==> config.mk <==
export PLATFORM = sky130hd
export DESIGN_NAME = ifu_fetch_flat
export DESIGN_NICKNAME = d
export VERILOG_FILES = /design/src/rtl/ifu_fetch_if.sv /design/src/rtl/ifu_fetch.sv /design/src/flat_wrapper.sv
export SDC_FILE = /design/constraint.sdc
export NUM_CORES = 1
export LEC_CHECK = 0
export BUFFER_PORTS_ARGS = -buffer_cell sky130_fd_sc_hd__buf_2
export CAP_MARGIN = 5
export CELL_PAD_IN_SITES_DETAIL_PLACEMENT = 2
export CELL_PAD_IN_SITES_GLOBAL_PLACEMENT = 2
export CORE_ASPECT_RATIO = 1.75
export CORE_MARGIN = 3
export CORE_UTILIZATION = 23
export CTS_CLUSTER_DIAMETER = 40
export DETAILED_ROUTE_END_ITERATION = 6
export PLACE_DENSITY = 0.76
export SYNTH_ARGS = -nofsm -noshare
export SYNTH_HDL_FRONTEND = slang
export SYNTH_SLANG_ARGS = --single-unit
export TNS_END_PERCENT = 100
==> constraint.sdc <==
create_clock -name clock -period 1.6 [get_ports clock]
set_input_delay 0.48 -clock clock [delete_from_list [all_inputs] [get_ports clock]]
set_output_delay 0.48 -clock clock [all_outputs]
set_load 0.02 [all_outputs]
==> src/rtl/ifu_fetch_if.sv <==
// rtl/ifu_fetch_if.sv - fetch unit bus (AR/R) and IDU/write-back handshake bundle
interface ifu_fetch_if #(
    parameter int ADDR_W = 32
);
    logic [ADDR_W-1:0] o_araddr;
    logic              o_arvalid;
    logic              i_arready;
    logic [31:0]       i_rdata;
    logic [1:0]        i_rresp;
    logic              i_rvalid;
    logic              o_rready;
    logic [31:0]       o_ins;
    logic [ADDR_W-1:0] o_pc;
    logic              o_access_fault;
    logic              o_misalign;
    logic              o_post_valid;
    logic              i_post_ready;
    logic              i_pre_valid;
    logic [ADDR_W-1:0] i_dnpc;

    modport master (
        output o_araddr, o_arvalid, o_rready,
        input  i_arready, i_rdata, i_rresp, i_rvalid,
        output o_ins, o_pc, o_access_fault, o_misalign, o_post_valid,
        input  i_post_ready, i_pre_valid, i_dnpc
    );

    modport slave (
        input  o_araddr, o_arvalid, o_rready,
        output i_arready, i_rdata, i_rresp, i_rvalid,
        input  o_ins, o_pc, o_access_fault, o_misalign, o_post_valid,
        output i_post_ready, i_pre_valid, i_dnpc
    );
endinterface

==> src/rtl/ifu_fetch.sv <==
// rtl/ifu_fetch.sv - instruction fetch unit: one AR/R read per instruction, hands {ins, pc, flags} to the IDU
module ifu_fetch #(
    parameter int                 ADDR_W   = 32,
    parameter logic [ADDR_W-1:0]  RESET_PC = 32'h3000_0000
) (
    input  logic          clock,
    input  logic          reset,
    ifu_fetch_if.master   bus
);
    typedef enum logic [2:0] {
        S_IDLE,
        S_REQ,
        S_RSP,
        S_HOLD,
        S_WAIT_WB
    } state_t;

    state_t            r_state;
    logic [ADDR_W-1:0] r_pc;
    logic              r_arvalid;
    logic              r_rready;
    logic              r_post_valid;
    logic [31:0]       r_ins;
    logic              r_access_fault;
    logic              r_misalign;

    logic              w_reset_pc_aligned;
    logic              w_dnpc_aligned;

    assign w_reset_pc_aligned = (RESET_PC[1:0] == 2'b00);
    assign w_dnpc_aligned     = (bus.i_dnpc[1:0] == 2'b00);

    // Every output comes straight from a register; no input reaches an output combinationally.
    assign bus.o_araddr       = r_pc;
    assign bus.o_pc           = r_pc;
    assign bus.o_arvalid      = r_arvalid;
    assign bus.o_rready       = r_rready;
    assign bus.o_post_valid   = r_post_valid;
    assign bus.o_ins          = r_ins;
    assign bus.o_access_fault = r_access_fault;
    assign bus.o_misalign     = r_misalign;

    always_ff @(posedge clock) begin
        if (reset) begin
            r_state        <= S_IDLE;
            r_pc           <= RESET_PC;
            r_arvalid      <= 1'b0;
            r_rready       <= 1'b0;
            r_post_valid   <= 1'b0;
            r_ins          <= 32'h0;
            r_access_fault <= 1'b0;
            r_misalign     <= 1'b0;
        end else begin
            case (r_state)
                S_IDLE: begin
                    if (w_reset_pc_aligned) begin
                        r_arvalid <= 1'b1;
                        r_state   <= S_REQ;
                    end else begin
                        r_misalign   <= 1'b1;
                        r_ins        <= 32'h0;
                        r_post_valid <= 1'b1;
                        r_state      <= S_HOLD;
                    end
                end
                S_REQ: begin
                    // R beats seen here are ignored: the read is not yet issued.
                    if (bus.i_arready) begin
                        r_arvalid <= 1'b0;
                        r_rready  <= 1'b1;
                        r_state   <= S_RSP;
                    end
                end
                S_RSP: begin
                    if (bus.i_rvalid) begin
                        r_rready       <= 1'b0;
                        r_ins          <= bus.i_rdata;
                        r_access_fault <= (bus.i_rresp != 2'b00);
                        r_post_valid   <= 1'b1;
                        r_state        <= S_HOLD;
                    end
                end
                S_HOLD: begin
                    if (bus.i_post_ready) begin
                        r_post_valid <= 1'b0;
                        r_state      <= S_WAIT_WB;
                    end
                end
                S_WAIT_WB: begin
                    if (bus.i_pre_valid) begin
                        r_pc           <= bus.i_dnpc;
                        r_access_fault <= 1'b0;
                        if (w_dnpc_aligned) begin
                            r_misalign <= 1'b0;
                            r_arvalid  <= 1'b1;
                            r_state    <= S_REQ;
                        end else begin
                            // Misaligned target: report it without touching the bus.
                            r_misalign   <= 1'b1;
                            r_ins        <= 32'h0;
                            r_post_valid <= 1'b1;
                            r_state      <= S_HOLD;
                        end
                    end
                end
                default: r_state <= S_IDLE;
            endcase
        end
    end
endmodule

==> src/flat_wrapper.sv <==
// flat-port wrapper written by rule: the top's interface ports become plain ports
module ifu_fetch_flat 
#(
    parameter int                 ADDR_W   = 32,
    parameter logic [ADDR_W-1:0]  RESET_PC = 32'h3000_0000
)
  (clock, reset, bus_o_araddr, bus_o_arvalid, bus_o_rready, bus_i_arready, bus_i_rdata, bus_i_rresp, bus_i_rvalid, bus_o_ins, bus_o_pc, bus_o_access_fault, bus_o_misalign, bus_o_post_valid, bus_i_post_ready, bus_i_pre_valid, bus_i_dnpc);
  ifu_fetch_if #(.ADDR_W(ADDR_W)) bus_i ();
  input  logic clock;
  input  logic reset;
  output wire logic [$bits(bus_i.o_araddr)-1:0] bus_o_araddr;
  output wire logic [$bits(bus_i.o_arvalid)-1:0] bus_o_arvalid;
  output wire logic [$bits(bus_i.o_rready)-1:0] bus_o_rready;
  input wire logic [$bits(bus_i.i_arready)-1:0] bus_i_arready;
  input wire logic [$bits(bus_i.i_rdata)-1:0] bus_i_rdata;
  input wire logic [$bits(bus_i.i_rresp)-1:0] bus_i_rresp;
  input wire logic [$bits(bus_i.i_rvalid)-1:0] bus_i_rvalid;
  output wire logic [$bits(bus_i.o_ins)-1:0] bus_o_ins;
  output wire logic [$bits(bus_i.o_pc)-1:0] bus_o_pc;
  output wire logic [$bits(bus_i.o_access_fault)-1:0] bus_o_access_fault;
  output wire logic [$bits(bus_i.o_misalign)-1:0] bus_o_misalign;
  output wire logic [$bits(bus_i.o_post_valid)-1:0] bus_o_post_valid;
  input wire logic [$bits(bus_i.i_post_ready)-1:0] bus_i_post_ready;
  input wire logic [$bits(bus_i.i_pre_valid)-1:0] bus_i_pre_valid;
  input wire logic [$bits(bus_i.i_dnpc)-1:0] bus_i_dnpc;
  assign bus_o_araddr = bus_i.o_araddr;
  assign bus_o_arvalid = bus_i.o_arvalid;
  assign bus_o_rready = bus_i.o_rready;
  assign bus_i.i_arready = bus_i_arready;
  assign bus_i.i_rdata = bus_i_rdata;
  assign bus_i.i_rresp = bus_i_rresp;
  assign bus_i.i_rvalid = bus_i_rvalid;
  assign bus_o_ins = bus_i.o_ins;
  assign bus_o_pc = bus_i.o_pc;
  assign bus_o_access_fault = bus_i.o_access_fault;
  assign bus_o_misalign = bus_i.o_misalign;
  assign bus_o_post_valid = bus_i.o_post_valid;
  assign bus_i.i_post_ready = bus_i_post_ready;
  assign bus_i.i_pre_valid = bus_i_pre_valid;
  assign bus_i.i_dnpc = bus_i_dnpc;
  ifu_fetch #(.ADDR_W(ADDR_W), .RESET_PC(RESET_PC)) u_core (.clock(clock), .reset(reset), .bus(bus_i));
endmodule
==> flow_summary.ini, run 1 <==
[logic_synthesis]
async_flop_share_pct = 0
synth_area_per_cell_sq_um = 8.822
synth_largest_type_area_fraction_pct = 48.63
postSynthCellCount = 336
synthXorXnorAreaFrac_pct = 0
post-synth-top-count-cell = nand2_1
synth-compound-area-share_pct = 18.91
fraction_of_the_yosys_area_taken_by_sequential_cells_pct = 48.63
synth_adder_area_share_pct = 0
synth_enable_flop_cells = 0
synth.top_cells.by_count = nand2_1 (99), dfxtp_1 (72), a21oi_1 (37)
synth.area.top_cells = dfxtp_1 (49%), nand2_1 (13%), o2bb2ai_1 (9.5%)
netlist.top_cell.by_area = dfxtp_1
ys_seq_elements = 72
yosys-mux-area-fraction_pct = 0.3799
net_count_after_synthesis = 408
synth_area_sq_mm = 0.002964
postSynth.topFlopCell = dfxtp_1
synth_simple_gate_area_share_pct = 18.78
synth_top_family_by_area = compound AO/OA/AOI/OAI gates
synthesis.yosys.warnings = 0
netlist-cell-type-count = 31

[min_path]
hp-class = input pin to register

[critical_path]
crit_path_max_fanout = 8
timing_worst_setup_path_type = register to register
crit_path_slowest_cell = dfxtp_1
crit_chain = buf_4 > nor2b_1 > a22oi_1 > o221a_2
critPathRequiredTime_ps = 1820
critical-path-top-delay-family = flip-flops
setup.worst_path.end_class = register
critical_path.n_buffers_inverters = 1
timing.critical_path.arrival_ps = 1710
worst_setup_path_start_kind = register
slowest_stage_delay_cp_ps = 520

[drt]
detailedRoute.firstPassIterationCount = 4
dr_total_vias = 2876
drc_errors = 0
drtIter0Drc = 69
routed_wl_per_cell_um = 15.59
final_antenna_net_count = 0
drt-vias-per-instance = 4.459
routed_wirelength_um = 10060

[global_routing]
grt_remaining_overflow = 0
antenna_found_initial = 0
globalRouteTotalUtil_pct = 14.15
grt_max_degree = 35
grt_pass1_wl_um = 16060
grt_pass1_vias = 3128

[place]
dpl_worst_slack_ps = -23.42
post_dp_cell_area_sq_mm = 0.003792
port-buffer-count = 172
post-dp-hpwl_um = 7822
placedCellCount = 630
place.gp.congestion = 0.7260

[sta]
period_share_pct = 93.57
final.setup.tns_ps = 0
timing.hold.ws_ps = 346.8
timing.slew.headroom_pct = 75.46
timing.fmax_mhz = 667.9
fin_crit_ps = 1497
finalWorstSetupSlack_ps = 102.9
timing.final.hold_violations = 0
finalSetupViolCount = 0
grt_setup_unrepaired = no
timing_worst_slew_pin_value_ps = 368.0
finalClockSkew_ps = 7.864
timing_max_transition_violations_final = 0

[pwr]
total_power_mw = 4.435
power_leakage_nw = 1.890
power.density_cell_area_mw_per_mm2 = 1079
worst_vdd_rail_ir_drop_mv = 0.4481

[floorplanning]
floorplan.io_pins = 173
start_util_pct = 23.59
die-height_um = 156.2
num_rows = 54
placeableCoreArea_sq_mm = 0.01257
floorplan.die_area_sq_mm = 0.01434
die-width_um = 91.82

[clock_tree]
cts.root.buffer_cell = clkbuf_16
clock_sinks = 72
cts_inserted_buffers = 9
cts_max_path_buffers = 2
cts_tree = built
worst_skew_pair.late_latency_ps = 330
clock_tree.htree_level_count = 3
cts_setup_buffers = 0
clk_pin_slew_ps = 60

[final_layout]
finish.cell_count_without_fillers = 645
num-fill-cells = 1522
layout_stage_area_growth_over_the_synthesis_result_pct = 38.67
nNetsFinal = 545
final_design_area_no_fill_sq_mm = 0.004110
final_core_util_pct = 32.71
count_of_inserted_antenna_diode_cells = 0
post_route_cells_drive_above_1_share_pct = 44.03

[outcome]
run_status = finished clean

[run]
drv.max_cap_violation_count = 0
-- where the power goes --
group	total, mW	internal [mW]	switching (mW)
Clock	2.10	1.35	0.755
Sequential	1.88	1.85	0.0386
Combinational	0.446	0.191	0.255
-- layer usage --
metal  wire length [um]  GRT usage (%)
met2               5723          28.04
met3                739          3.861
met1               3437          13.46
met5                  0              0
met4                157          5.528
-- layout by cell type, fill, tap and decap left out, types with 3 or more instances in the layout --
master	netlist	routed
buf_2	15	172
nand3_1	3	3
a21oi_1	37	37
and3_1	3	3
nor3b_1	3	3
o2bb2ai_1	32	32
inv_1	3	3
buf_4	32	7
buf_12	0	4
nor2_1	4	4
nand2_1	99	99
clkbuf_16	0	9
dfxtp_1	72	71
-- what timing repair did --
action,in CTS,in global routing
setup endpoints to repair,0,32
hold buffers,0,0
gates resized for setup,0,2
-- worst register-to-register path: stages (launching register included) --
cell     delay [ps]
dfxtp_1         520
buf_4           220
nor2b_1         250
a22oi_1         140
o221a_2         250
-- layout make-up --
| cell class | instances | area [sq um] | share of cell area, % |
|---|---|---|---|
| multi-input cells | 204 | 1142 | 27.79 |
| flip-flops and latches | 72 | 1443 | 35.10 |
| clock inverters | 6 | 85.08 | 2.070 |
| inverters | 3 | 11.26 | 0.2740 |
| repair buffers | 183 | 993.5 | 24.17 |
| clock buffers | 9 | 225.2 | 5.479 |
| well taps | 168 | 210.2 | 5.114 |
-- cells by family after synthesis --
| group | after synthesis |
|---|---|
| AO/OA/AOI/OAI | 79 |
| buffers and inverters | 60 |
| flip-flops | 72 |
| multiplexers | 1 |
| AND/OR/NAND/NOR | 124 |
-- state kept, by name, indices dropped and copies added (netlist names) --
signal and count:
u_core.r_state 3, u_core.bus.o_access_fault 1, u_core.bus.o_post_valid 1, u_core.bus.o_arvalid 1, u_core.bus.o_misalign 1, u_core.bus.o_ins 32
u_core.bus.o_rready 1, u_core.bus.o_araddr 32
-- final timing paths --
| check | start | to | slack (ps) | depth (start not counted) |
|---|---|---|---|---|
| min | bus_i_rdata[24] | u_core.bus.o_ins[24] | 350 | 2 |
| max reg2reg | u_core.r_state[1] | u_core.r_state[0] | 100 | 4 |
| min reg2reg | u_core.bus.o_ins[25] | u_core.bus.o_ins[25] | 450 | 2 |
| max | u_core.r_state[1] | u_core.r_state[0] | 100 | 4 |
Note: power is estimated with default switching activity, not from simulation.
==> run 2, diff against run 1 <==
Settings changed: CORE_UTILIZATION 23 to 21, PLACE_DENSITY 0.76 to 0.73.
Clock period 1.6 ns to 1.3 ns, I/O delays scaled along.
==> run 2 against run 1 <==
  * The run now ends with negative setup slack left
  * Setup slack got worse by 260 ps
  * Maximum frequency up 2.8%
  * First-iteration DRC count decreased by 35%
  * Critical path type unchanged
  * Largest cell class is now multi-input gates
  * Largest power group unchanged
==> flow_summary.ini, run 2 (synthesis gave the netlist of run 1 again) <==
[drt]
final_antenna_net_count = 0
routed_wl_per_cell_um = 18.50
routed_wirelength_um = 12600
dr_total_vias = 3061
drtIter0Drc = 45
drc_errors = 0
drt-vias-per-instance = 4.495
detailedRoute.firstPassIterationCount = 4

[critical_path]
critPathRequiredTime_ps = 1510
reg2reg_from = u_core.r_state[1]
ff2ff_setup_slack_ps = -160
timing.critical_path.arrival_ps = 1670
timing.reg2reg.worst_path_depth = 5
setup.worst_path.start = u_core.r_state[1]
r2r_end = u_core.bus.o_ins[8]
timing_worst_setup_path_type = register to register
crit_path_max_fanout = 8
worst_setup_path_start_kind = register
setup.worst_path.end_class = register

[place]
placedCellCount = 646
port-buffer-count = 172
post-dp-hpwl_um = 7877
post_dp_cell_area_sq_mm = 0.003895
dpl_worst_slack_ps = -165.9
place.gp.congestion = 0.7474

[final_layout]
layout.cells.most_common_list = buf_2 (143), nand2_1 (84), dfxtp_1 (65)
final_core_util_pct = 36.62
num-fill-cells = 1529
post_route_cells_drive_above_1_share_pct = 62.13
final_design_area_no_fill_sq_mm = 0.004977
nNetsFinal = 574
layout_stage_area_growth_over_the_synthesis_result_pct = 67.92
final_common_cell = buf_2
finish.cell_count_without_fillers = 681
count_of_inserted_antenna_diode_cells = 0

[global_routing]
grt_remaining_overflow = 0
grt_busiest_layer = met2
grt_use_met3_pct = 3.502
grt_pass1_wl_um = 16790
grt_max_degree = 34
globalRouteMet2Util_pct = 27.75
antenna_found_initial = 0
globalRouteTotalUtil_pct = 13.98
grt_pass1_vias = 3264
met1_usage_pct = 13.57

[sta]
timing.fmax_mhz = 686.4
finalClockSkew_ps = 5.622
period_share_pct = 112.1
grt_setup_unrepaired = yes
finalWorstSetupSlack_ps = -156.8
final.setup.tns_ps = -5006
timing_worst_slew_pin_value_ps = 506.3
timing.slew.headroom_pct = 66.25
timing.hold.ws_ps = 264.1
finalSetupViolCount = 52
timing.final.hold_violations = 0
fin_crit_ps = 1457
timing_max_transition_violations_final = 0

[clock_tree]
clock_tree.htree_level_count = 3
cts.root.buffer_cell = clkbuf_16
cts_inserted_buffers = 9
worst_skew_pair.late_latency_ps = 320
clock_sinks = 72
clk_pin_slew_ps = 60
cts_hold_buf = 0
cts_tree = built
cts_max_path_buffers = 2

[min_path]
hold_path_start = bus_i_rdata[22]
worst_hold_path.endpoint = u_core.bus.o_ins[22]
min_delay_path_depth = 2
hp-class = input pin to register

[floorplanning]
floorplan.die_area_sq_mm = 0.01563
die-width_um = 95.81
die-height_um = 163.2
start_util_pct = 21.81
floorplan.io_pins = 173
num_rows = 56
placeableCoreArea_sq_mm = 0.01359

[outcome]
run_status = finished with violations
violations = negative setup slack

[pwr]
total_power_mw = 5.551
worst_vdd_rail_ir_drop_mv = 0.6972
power.density_cell_area_mw_per_mm2 = 1115
power_leakage_nw = 2.238

[run]
drv.max_cap_violation_count = 0
run 2: final cells by class:
type	instances	area (sq um)	area share (%)
clock buffer	11	232.7	4.676
clock inverter	5	57.56	1.156
inverter	3	11.26	0.2262
multi-input combinational	204	1519	30.52
sequential	72	1455	29.24
tap	174	217.7	4.374
timing repair buffer	212	1484	29.81
run 2: how the worst max path moves through the flow:
stage,endpoint,depth (start not counted)
4_1_cts,u_core.bus.o_ins[29],5
2_1_floorplan,u_core.bus.o_ins[10],5
6_report,u_core.bus.o_ins[8],5
5_1_grt,u_core.bus.o_ins[23],5
3_3_place_gp,u_core.bus.o_post_valid,4
3_5_place_dp,u_core.bus.o_ins[29],4
run 2: per-layer routing:
metal,vias to the layer above,routed length (um),share of wire [%]
li1,1435,-,-
met1,1502,4199,33
met2,117,7507,60
met3,7,775,6.2
met4,0,118,0.94
met5,-,0,0
run 2: repair_timing:
action                     CTS  global route
cloned                       3             7
resized for setup           16           113
pin swaps                    4            40
setup buffers                7             5
setup endpoints to repair   70            82
run 2: power breakdown:
part	switching, mW	internal (mW)
sequential	0.0530	2.27
combinational	0.420	0.362
clock	0.955	1.49
total	1.43	4.12
run 2: worst max-delay path, cell delays in order, from the launching register on:
cell and delay [ps]:
dfxtp_4 380, nand3b_1 230, a211oi_4 320, buf_6 170
clkbuf_16 170, o2bb2ai_2 60
==> run 3, diff against run 2 <==
Settings changed: PLACE_DENSITY 0.73 to default, PLACE_DENSITY_LB_ADDON from default to 0.1.
==> run 3 against run 2 <==
  * The run still ends with negative setup slack left
  * Maximum frequency is 4.1% higher
  * Routed wire length is 15% lower
  * Sequential share of layout area increased by 3.0 points
  * Clock skew rose by 2.2 ps
  * Critical path depth unchanged
==> flow_summary.ini, run 3 (synthesis gave the netlist of run 1 again) <==
[sta]
finalSetupViolCount = 33
period_share_pct = 107.7
timing_max_transition_violations_final = 0
fin_crit_ps = 1400
timing.slew.headroom_pct = 80.37
timing_worst_slew_pin_value_ps = 293.9
grt_setup_unrepaired = yes
timing.final.hold_violations = 0
finalWorstSetupSlack_ps = -99.96
finalClockSkew_ps = 7.793
timing.fmax_mhz = 714.3
final.setup.tns_ps = -2470
timing.hold.ws_ps = 258.8

[final_layout]
finish.cell_count_without_fillers = 671
post_route_cells_drive_above_1_share_pct = 50.70
final_common_cell = buf_2
final_design_area_no_fill_sq_mm = 0.004499
count_of_inserted_antenna_diode_cells = 0
layout.cells.most_common_list = buf_2 (154), nand2_1 (99), dfxtp_1 (67)
num-fill-cells = 1602
multiInputGateArea_sq_mm = 0.001287
layout_stage_area_growth_over_the_synthesis_result_pct = 51.79
final-seq-area_sq_mm = 0.001453
nNetsFinal = 565

[clock_tree]
cts_max_path_buffers = 2
clk_pin_slew_ps = 60
cts_inserted_buffers = 9
clock_sinks = 72
cts.root.buffer_cell = clkbuf_16
cts_tree = built
cts_hold_buf = 0
clock_tree.htree_level_count = 3
worst_skew_pair.late_latency_ps = 330

[floorplanning]
floorplan.io_pins = 173
num_rows = 56
die-height_um = 163.2
die-width_um = 95.81
floorplan.die_area_sq_mm = 0.01563
placeableCoreArea_sq_mm = 0.01359
start_util_pct = 21.81

[critical_path]
timing_worst_setup_path_type = register to register
worst_setup_path_start_kind = register
setup.worst_path.end_class = register
critPathRequiredTime_ps = 1520
crit_chain = nand3b_1 > a211oi_4 > buf_6 > clkbuf_16 > o2bb2ai_1
crit_path_max_fanout = 8
crit_path_slowest_cell = dfxtp_4
critical-path-top-delay-family = flip-flops
slowest_stage_delay_cp_ps = 380
critical_path.n_buffers_inverters = 2
timing.critical_path.arrival_ps = 1620

[drt]
detailedRoute.firstPassIterationCount = 4
final_antenna_net_count = 0
drt-vias-per-instance = 4.416
routed_wl_per_cell_um = 15.92
drtIter0Drc = 83
dr_total_vias = 2963
drc_errors = 0
routed_wirelength_um = 10680

[outcome]
run_status = finished with violations
violations = negative setup slack

[global_routing]
grt_remaining_overflow = 0
grt_max_degree = 39
grt_pass1_wl_um = 15930
globalRouteTotalUtil_pct = 13.14
grt_pass1_vias = 3151
antenna_found_initial = 1

[place]
post-dp-hpwl_um = 7786
placedCellCount = 649
post_dp_cell_area_sq_mm = 0.003905
port-buffer-count = 172
place.gp.congestion = 0.7374

[pwr]
worst_vdd_rail_ir_drop_mv = 0.6057
power.density_cell_area_mw_per_mm2 = 1201
total_power_mw = 5.405
power_leakage_nw = 2.048

[min_path]
hp-class = input pin to register

[run]
drv.max_cap_violation_count = 0
## run 3: timing repair
action	CTS	global route
gates resized for setup	4	47
buffers inserted	0	4
setup endpoints to repair	62	74
pin swaps	0	7
cloned	0	3
## run 3: power by group
part	internal [mW]	leakage (nW)	switching, mW
clock	1.47	0.141	0.946
combinational	0.312	1.32	0.361
sequential	2.27	0.585	0.0470
total	4.05	2.05	1.35
## run 3: through the flow
stage                     utilization (%)  setup WS [ps]
final                               33.10         -99.96
after global routing                33.10         -143.7
after CTS                           30.90         -80.94
after detailed placement            28.73         -174.1
after global placement              28.73         -151.7
after floorplan                         -          6.764
## run 3: final timing paths
check | end | slack, ps | from | depth (start not counted)
max reg2reg | u_core.bus.o_ins[28] | -100 | u_core.r_state[1] | 5
min reg2reg | u_core.bus.o_ins[7] | 450 | u_core.bus.o_ins[7] | 2
min | u_core.bus.o_ins[2] | 260 | bus_i_rdata[2] | 2
max | u_core.bus.o_ins[28] | -100 | u_core.r_state[1] | 5
## run 3: cell type report
type | count | share of cell area (%)
Timing Repair Buffer | 203 | 27.64
Clock buffer | 9 | 5.006
Inverter | 3 | 0.2503
Multi-Input combinational cell | 204 | 28.61
Tap cell | 174 | 4.839
Clock inverter | 6 | 1.363
Sequential cell | 72 | 32.29
## run 3: routing by layer
metal	global-route usage, %	wire length [um]
met1	12.63	3663
met2	25.06	6027
met3	4.424	866
met4	4.663	116
met5	0	7
